[src/rtl/stat_ctrl.sv]
// -----------------------------------------------------------------------------
// stat_ctrl -- control FSM for the instruction-type statistics counters.
//
// Gates the counters on and off, pulses their clear line, and on a snapshot
// freezes them, copies four live counter values into shadow registers and
// streams those four words out over a valid/ready interface.
//
// Optional feature: define STAT_WINDOW_EN to add the window_len port and a
// free-running window counter that triggers periodic automatic snapshots.
//
// Ports:
//   clk          in   1   rising-edge clock
//   reset        in   1   asynchronous active-high reset
//   cmd_start    in   1   start counting (IDLE only)
//   cmd_stop     in   1   stop counting (deferred while a snapshot is busy)
//   cmd_clear    in   1   request a one-cycle counter clear (IDLE/RUN only)
//   cmd_snap     in   1   request a snapshot (IDLE/RUN only)
//   r_cnt        in   32  live R-type counter
//   i_cnt        in   32  live I-type counter
//   j_cnt        in   32  live J-type counter
//   tot_cnt      in   32  live total counter
//   window_len   in   32  auto-snapshot period (STAT_WINDOW_EN builds only)
//   cnt_en       out  1   registered count enable, high exactly in RUN
//   cnt_clr      out  1   registered one-cycle clear pulse
//   out_valid    out  1   readout word valid
//   out_ready    in   1   readout word accepted
//   out_data     out  32  readout word (r, i, j, total in that order)
//   out_idx      out  2   index of the current readout word
//   out_last     out  1   high on the final readout word
//   state        out  2   current FSM state (IDLE=0 RUN=1 SNAP=2 SEND=3)
//   busy         out  1   high in SNAP or SEND
// -----------------------------------------------------------------------------
module stat_ctrl (
  input  logic        clk,
  input  logic        reset,
  input  logic        cmd_start,
  input  logic        cmd_stop,
  input  logic        cmd_clear,
  input  logic        cmd_snap,
  input  logic [31:0] r_cnt,
  input  logic [31:0] i_cnt,
  input  logic [31:0] j_cnt,
  input  logic [31:0] tot_cnt,
`ifdef STAT_WINDOW_EN
  input  logic [31:0] window_len,
`endif
  output logic        cnt_en,
  output logic        cnt_clr,
  output logic        out_valid,
  input  logic        out_ready,
  output logic [31:0] out_data,
  output logic [1:0]  out_idx,
  output logic        out_last,
  output logic [1:0]  state,
  output logic        busy
);

  typedef enum logic [1:0] {
    IDLE = 2'd0,
    RUN  = 2'd1,
    SNAP = 2'd2,
    SEND = 2'd3
  } state_t;

  state_t           state_q;
  state_t           state_d;
  logic [3:0][31:0] shadow_q;
  logic [1:0]       idx_q;
  logic             from_run_q;
  logic             stop_pend_q;
  logic             cnt_en_q;
  logic             cnt_clr_q;
  logic             win_expire;
  logic             handshake;
  logic             send_done;
  logic             stop_seen;
  logic             is_busy;

  assign is_busy   = (state_q == SNAP) || (state_q == SEND);
  assign handshake = (state_q == SEND) && out_ready;
  assign send_done = handshake && (idx_q == 2'd3);
  // A stop arriving on the very cycle the last word is accepted still counts.
  assign stop_seen = stop_pend_q || cmd_stop;

`ifdef STAT_WINDOW_EN
  logic [31:0] win_cnt_q;

  assign win_expire = (state_q == RUN) && (window_len != 32'd0) &&
                      (win_cnt_q == window_len - 32'd1);

  // Window counter: counts RUN cycles, restarts whenever SNAP or IDLE is
  // entered, and simply holds during SNAP/SEND.
  always_ff @(posedge clk or posedge reset) begin
    if (reset) begin
      win_cnt_q <= 32'd0;
    end else if ((state_q == RUN) && (state_d == RUN)) begin
      win_cnt_q <= win_cnt_q + 32'd1;
    end else if ((state_d == SNAP) || (state_d == IDLE)) begin
      win_cnt_q <= 32'd0;
    end
  end
`else
  assign win_expire = 1'b0;
`endif

  // Next-state logic; stop beats snapshot/expiry in RUN, snapshot beats
  // start in IDLE, and SNAP/SEND ignore every command except stop.
  always_comb begin
    state_d = state_q;
    case (state_q)
      IDLE: begin
        if (cmd_snap)       state_d = SNAP;
        else if (cmd_start) state_d = RUN;
      end
      RUN: begin
        if (cmd_stop)                    state_d = IDLE;
        else if (cmd_snap || win_expire) state_d = SNAP;
      end
      SNAP: state_d = SEND;
      SEND: begin
        if (send_done) state_d = (from_run_q && !stop_seen) ? RUN : IDLE;
      end
      default: state_d = IDLE;
    endcase
  end

  // State register plus the registered counter controls; cnt_en is
  // registered from the next state so it tracks RUN exactly.
  always_ff @(posedge clk or posedge reset) begin
    if (reset) begin
      state_q    <= IDLE;
      cnt_en_q   <= 1'b0;
      cnt_clr_q  <= 1'b0;
      from_run_q <= 1'b0;
    end else begin
      state_q   <= state_d;
      cnt_en_q  <= (state_d == RUN);
      cnt_clr_q <= cmd_clear && !is_busy;
      if ((state_q != SNAP) && (state_d == SNAP))
        from_run_q <= (state_q == RUN);
    end
  end

  // Deferred stop: remembered through SNAP/SEND, dropped when SEND exits.
  always_ff @(posedge clk or posedge reset) begin
    if (reset) begin
      stop_pend_q <= 1'b0;
    end else if (send_done) begin
      stop_pend_q <= 1'b0;
    end else if (is_busy && cmd_stop) begin
      stop_pend_q <= 1'b1;
    end
  end

  // Shadow capture on the SNAP exit edge and readout index stepping.
  always_ff @(posedge clk or posedge reset) begin
    if (reset) begin
      shadow_q <= '0;
      idx_q    <= 2'd0;
    end else if (state_q == SNAP) begin
      shadow_q <= {tot_cnt, j_cnt, i_cnt, r_cnt};
      idx_q    <= 2'd0;
    end else if (handshake) begin
      idx_q <= idx_q + 2'd1;
    end
  end

  assign cnt_en    = cnt_en_q;
  assign cnt_clr   = cnt_clr_q;
  assign out_valid = (state_q == SEND);
  assign out_data  = (state_q == SEND) ? shadow_q[idx_q] : 32'd0;
  assign out_idx   = idx_q;
  assign out_last  = (state_q == SEND) && (idx_q == 2'd3);
  assign state     = state_q;
  assign busy      = is_busy;

endmodule

[config.mk]
export PLATFORM = sky130hd
export DESIGN_NAME = stat_ctrl
export DESIGN_NICKNAME = d
export VERILOG_FILES = /design/src/rtl/stat_ctrl.sv
export SDC_FILE = /design/constraint.sdc
export NUM_CORES = 1
export LEC_CHECK = 0
export ABC_CLOCK_PERIOD_IN_PS = 7600
export BUFFER_PORTS_ARGS = -buffer_cell sky130_fd_sc_hd__buf_2
export CORE_ASPECT_RATIO = 1.25
export CORE_MARGIN = 8
export CORE_UTILIZATION = 46
export DETAILED_ROUTE_END_ITERATION = 6
export PLACE_DENSITY = 0.69
export SLEW_MARGIN = 20
export SYNTH_ARGS = -nofsm -noshare
export SYNTH_HDL_FRONTEND = slang
export SYNTH_SLANG_ARGS = --single-unit
[constraint.sdc]
create_clock -name clk -period 7.6 [get_ports clk]
set_input_delay 0.38 -clock clk [delete_from_list [all_inputs] [get_ports clk]]
set_output_delay 0.38 -clock clk [all_outputs]
set_load 0.01 [all_outputs]
==> out/results.ini <==
[cts]
path_clk_slew_ps = 50
cts_resized = 0
clock_path_buffers = 2
cts_buffers = 17
root_buffer = clkbuf_16
h-tree-depth = 4
clock-sinks = 136
cts_setup_buffers = 0
clkLatencyLatePin_ps = 400
hold_buffers = 0
cts_tree = done

[synth]
ys_types = 29
synthTopCellsByCount = dfrtp_1, mux2_2, and2_1
synth-edff-count = 0
syn_inst = 385
yosys_warnings = 0
yosysMostFrequentCell = dfrtp_1
synth_ff_type = dfrtp_1
synth_nets = 521
synth_seq_area_share_pct = 54.8
syn_area_um2 = 6210
ys_seq_elements = 136
synth_top_area_share_pct = 54.8
synthTopCellsByArea = dfrtp_1, mux2_2, mux4_2
syn_area_per_cell_um2 = 16.1
synth_area_leader_cell = dfrtp_1
ys_async_sr_fraction_pct = 100

[global_routing]
grt_max_degree = 74
first_global_vias = 4476
antenna_found_initial = 2
grt_use_met1_pct = 19.3
met3_usage_pct = 6.83
grt_use_met2_pct = 27.2
grt_pass1_wl_mm = 23.1
grt_use_total_pct = 16.6
overflow = 0
grt.busiest_layer = met2

[die]
initial_core_util_pct = 47.0
die_area_um2 = 17500
placementRows = 47
die_y_um = 146
io_pins = 176
core_area_um2 = 13200
die_w_um = 120

[sta]
timing.setup.tns_ps = 0
slew_viol_final = 0
fin_crit_sh_pct = 38.1
grt_setup_unrepaired = no
min_period_ps = 2890
setup_viol = 0
relSlewSlack_pct = 36.1
clock_skew_ps = 5.71
hold_violations = 0
tightestPinTransition_ps = 958
fmax_mhz = 346
post-route-worst-setup-slack_ps = 4710

[routing]
vias = 3836
ant_nets = 0
drt_first_pass_iters = 4
viasPerCell = 5.19
avgRoutedWirePerCell_um = 18.9
drt_iter0_markers = 184
routed_wl_mm = 14.0
drc_errors = 0

[cells_and_area]
area_delta_synth_final_pct = 24.0
final_util_pct = 58.2
final_area_um2 = 7700
drive_gt1_share_pct = 65.3
final_nets = 692
antenna_cells = 0
nFillCells = 1070

[pwr]
pwr-share-seq_pct = 37.5
p_total_mw = 3.60
switching_power_mw = 1.10
p_int_mw = 2.50
switching_share_pct = 30.5
peakVddDrop_uv = 220
clock_power_share_pct = 23.0
leakagePower_nw = 3.49
power.density_nw_per_um2 = 467
comb_power_share_pct = 39.6

[worst_setup_path]
path_buf_inv = 2
critPathMaxFanout = 20
cp-startpoint = out_idx[0]$_DFFE_PP0P_
required_ps = 7220
crit_end = out_data[29]
slowest_stage = dfrtp_2
worstRegToRegCells = 4
crit_type = flip-flop to output port
critPathTopFamily = flip-flops
crit_chain = buf_4, mux4_2, and2_1, buf_2
r2r-start = state[1]$_DFF_PP0_
cp.arrival_ps = 2510
cp-end-kind = output port
path_depth = 4
r2r-end = shadow_q[47]$_DFFE_PP0P_
cp-start-kind = flip-flop
ff2ff_setup_slack_ps = 5440
cpPeakStageDelay_ps = 730

[place]
gp_congestion = 0.783
port_buffers = 175
hpwlAfterDp_mm = 9.82
pre_cts_slack_ps = 5050
placed_area_um2 = 7100

[hold_path]
hold_class = input port to asynchronous set/reset pin

[job]
drv_cap = 0

[status]
status = finished, final reports clean

how the worst min path moves through the flow:
stage / startpoint / cells past startpoint / to
after floorplan: cmd_snap / 1 / from_run_q$_DFFE_PP0P_
after global placement: shadow_q[33]$_DFFE_PP0P_ / 1 / shadow_q[33]$_DFFE_PP0P_
after detailed placement: shadow_q[78]$_DFFE_PP0P_ / 1 / shadow_q[78]$_DFFE_PP0P_
after CTS: reset / 2 / shadow_q[53]$_DFFE_PP0P_
after global routing: reset / 2 / shadow_q[60]$_DFFE_PP0P_
final: reset / 2 / shadow_q[60]$_DFFE_PP0P_
layout by cell type (no fill, tap or decap), drive strengths merged, types with 2 or more instances in the layout:
| cell type | instances |
|---|---|
| inv | 4 |
| clkinv | 7 |
| nor2 | 2 |
| dfrtp | 136 |
| buf | 180 |
| a31oi | 2 |
| a21oi | 3 |
| clkbuf | 19 |
| bufinv | 3 |
| nor3b | 2 |
| mux4 | 32 |
| a22o | 2 |
| nand2 | 2 |
| clkinvlp | 2 |
| and2 | 33 |
| mux2 | 128 |
layout make-up:
class	count	area, um^2	area share (%)
sequential	136	3410	44.2
multi-input combinational	217	2550	33.1
timing repair buffer	180	913	11.9
clock buffer	19	453	5.88
tap	171	214	2.78
clock inverter	12	151	1.97
inverter	4	20.0	0.260
cells by family after synthesis:
group	Yosys count	share of synthesized area, %
flip-flops	136	54.8
multiplexers	161	35.2
AND/OR/NAND/NOR	44	4.31
adder cells (fa/ha/maj)	1	0.201
AO/OA/AOI/OAI	11	1.15
buffers and inverters	32	4.37
registers in the layout, indices dropped and copies added, names as in the netlist:
| signal | count |
|---|---|
| out_idx | 2 |
| state | 2 |
| shadow_q | 128 |
| stop_pend_q | 1 |
| from_run_q | 1 |
| cnt_clr | 1 |
| cnt_en | 1 |
metrics by stage:
| stage | cells | hold WS (ps) |
|---|---|---|
| floorplan | 385 | 466 |
| global placement | 708 | 483 |
| detailed placement | 708 | 492 |
| CTS | 739 | 94.1 |
| global route | 739 | 111 |
| finish | 739 | 76.7 |
power by group through the flow:
stage | combinational, mW | sequential [mW] | clock, mW
floorplan | 1.19 | 1.23 | 0
global placement | 1.41 | 1.33 | 0
detailed placement | 1.45 | 1.36 | 0
CTS | 1.46 | 1.35 | 0.849
global route | 1.55 | 1.41 | 0.879
finish | 1.42 | 1.35 | 0.826
metal layers:
layer / vias up / share of wire [%]
met1: 1925 / 41
met2: 133 / 50
li1: 1758 / -
met5: - / 0.19
met4: 4 / 1.3
met3: 16 / 7.6
(Power assumes the default switching activity.)
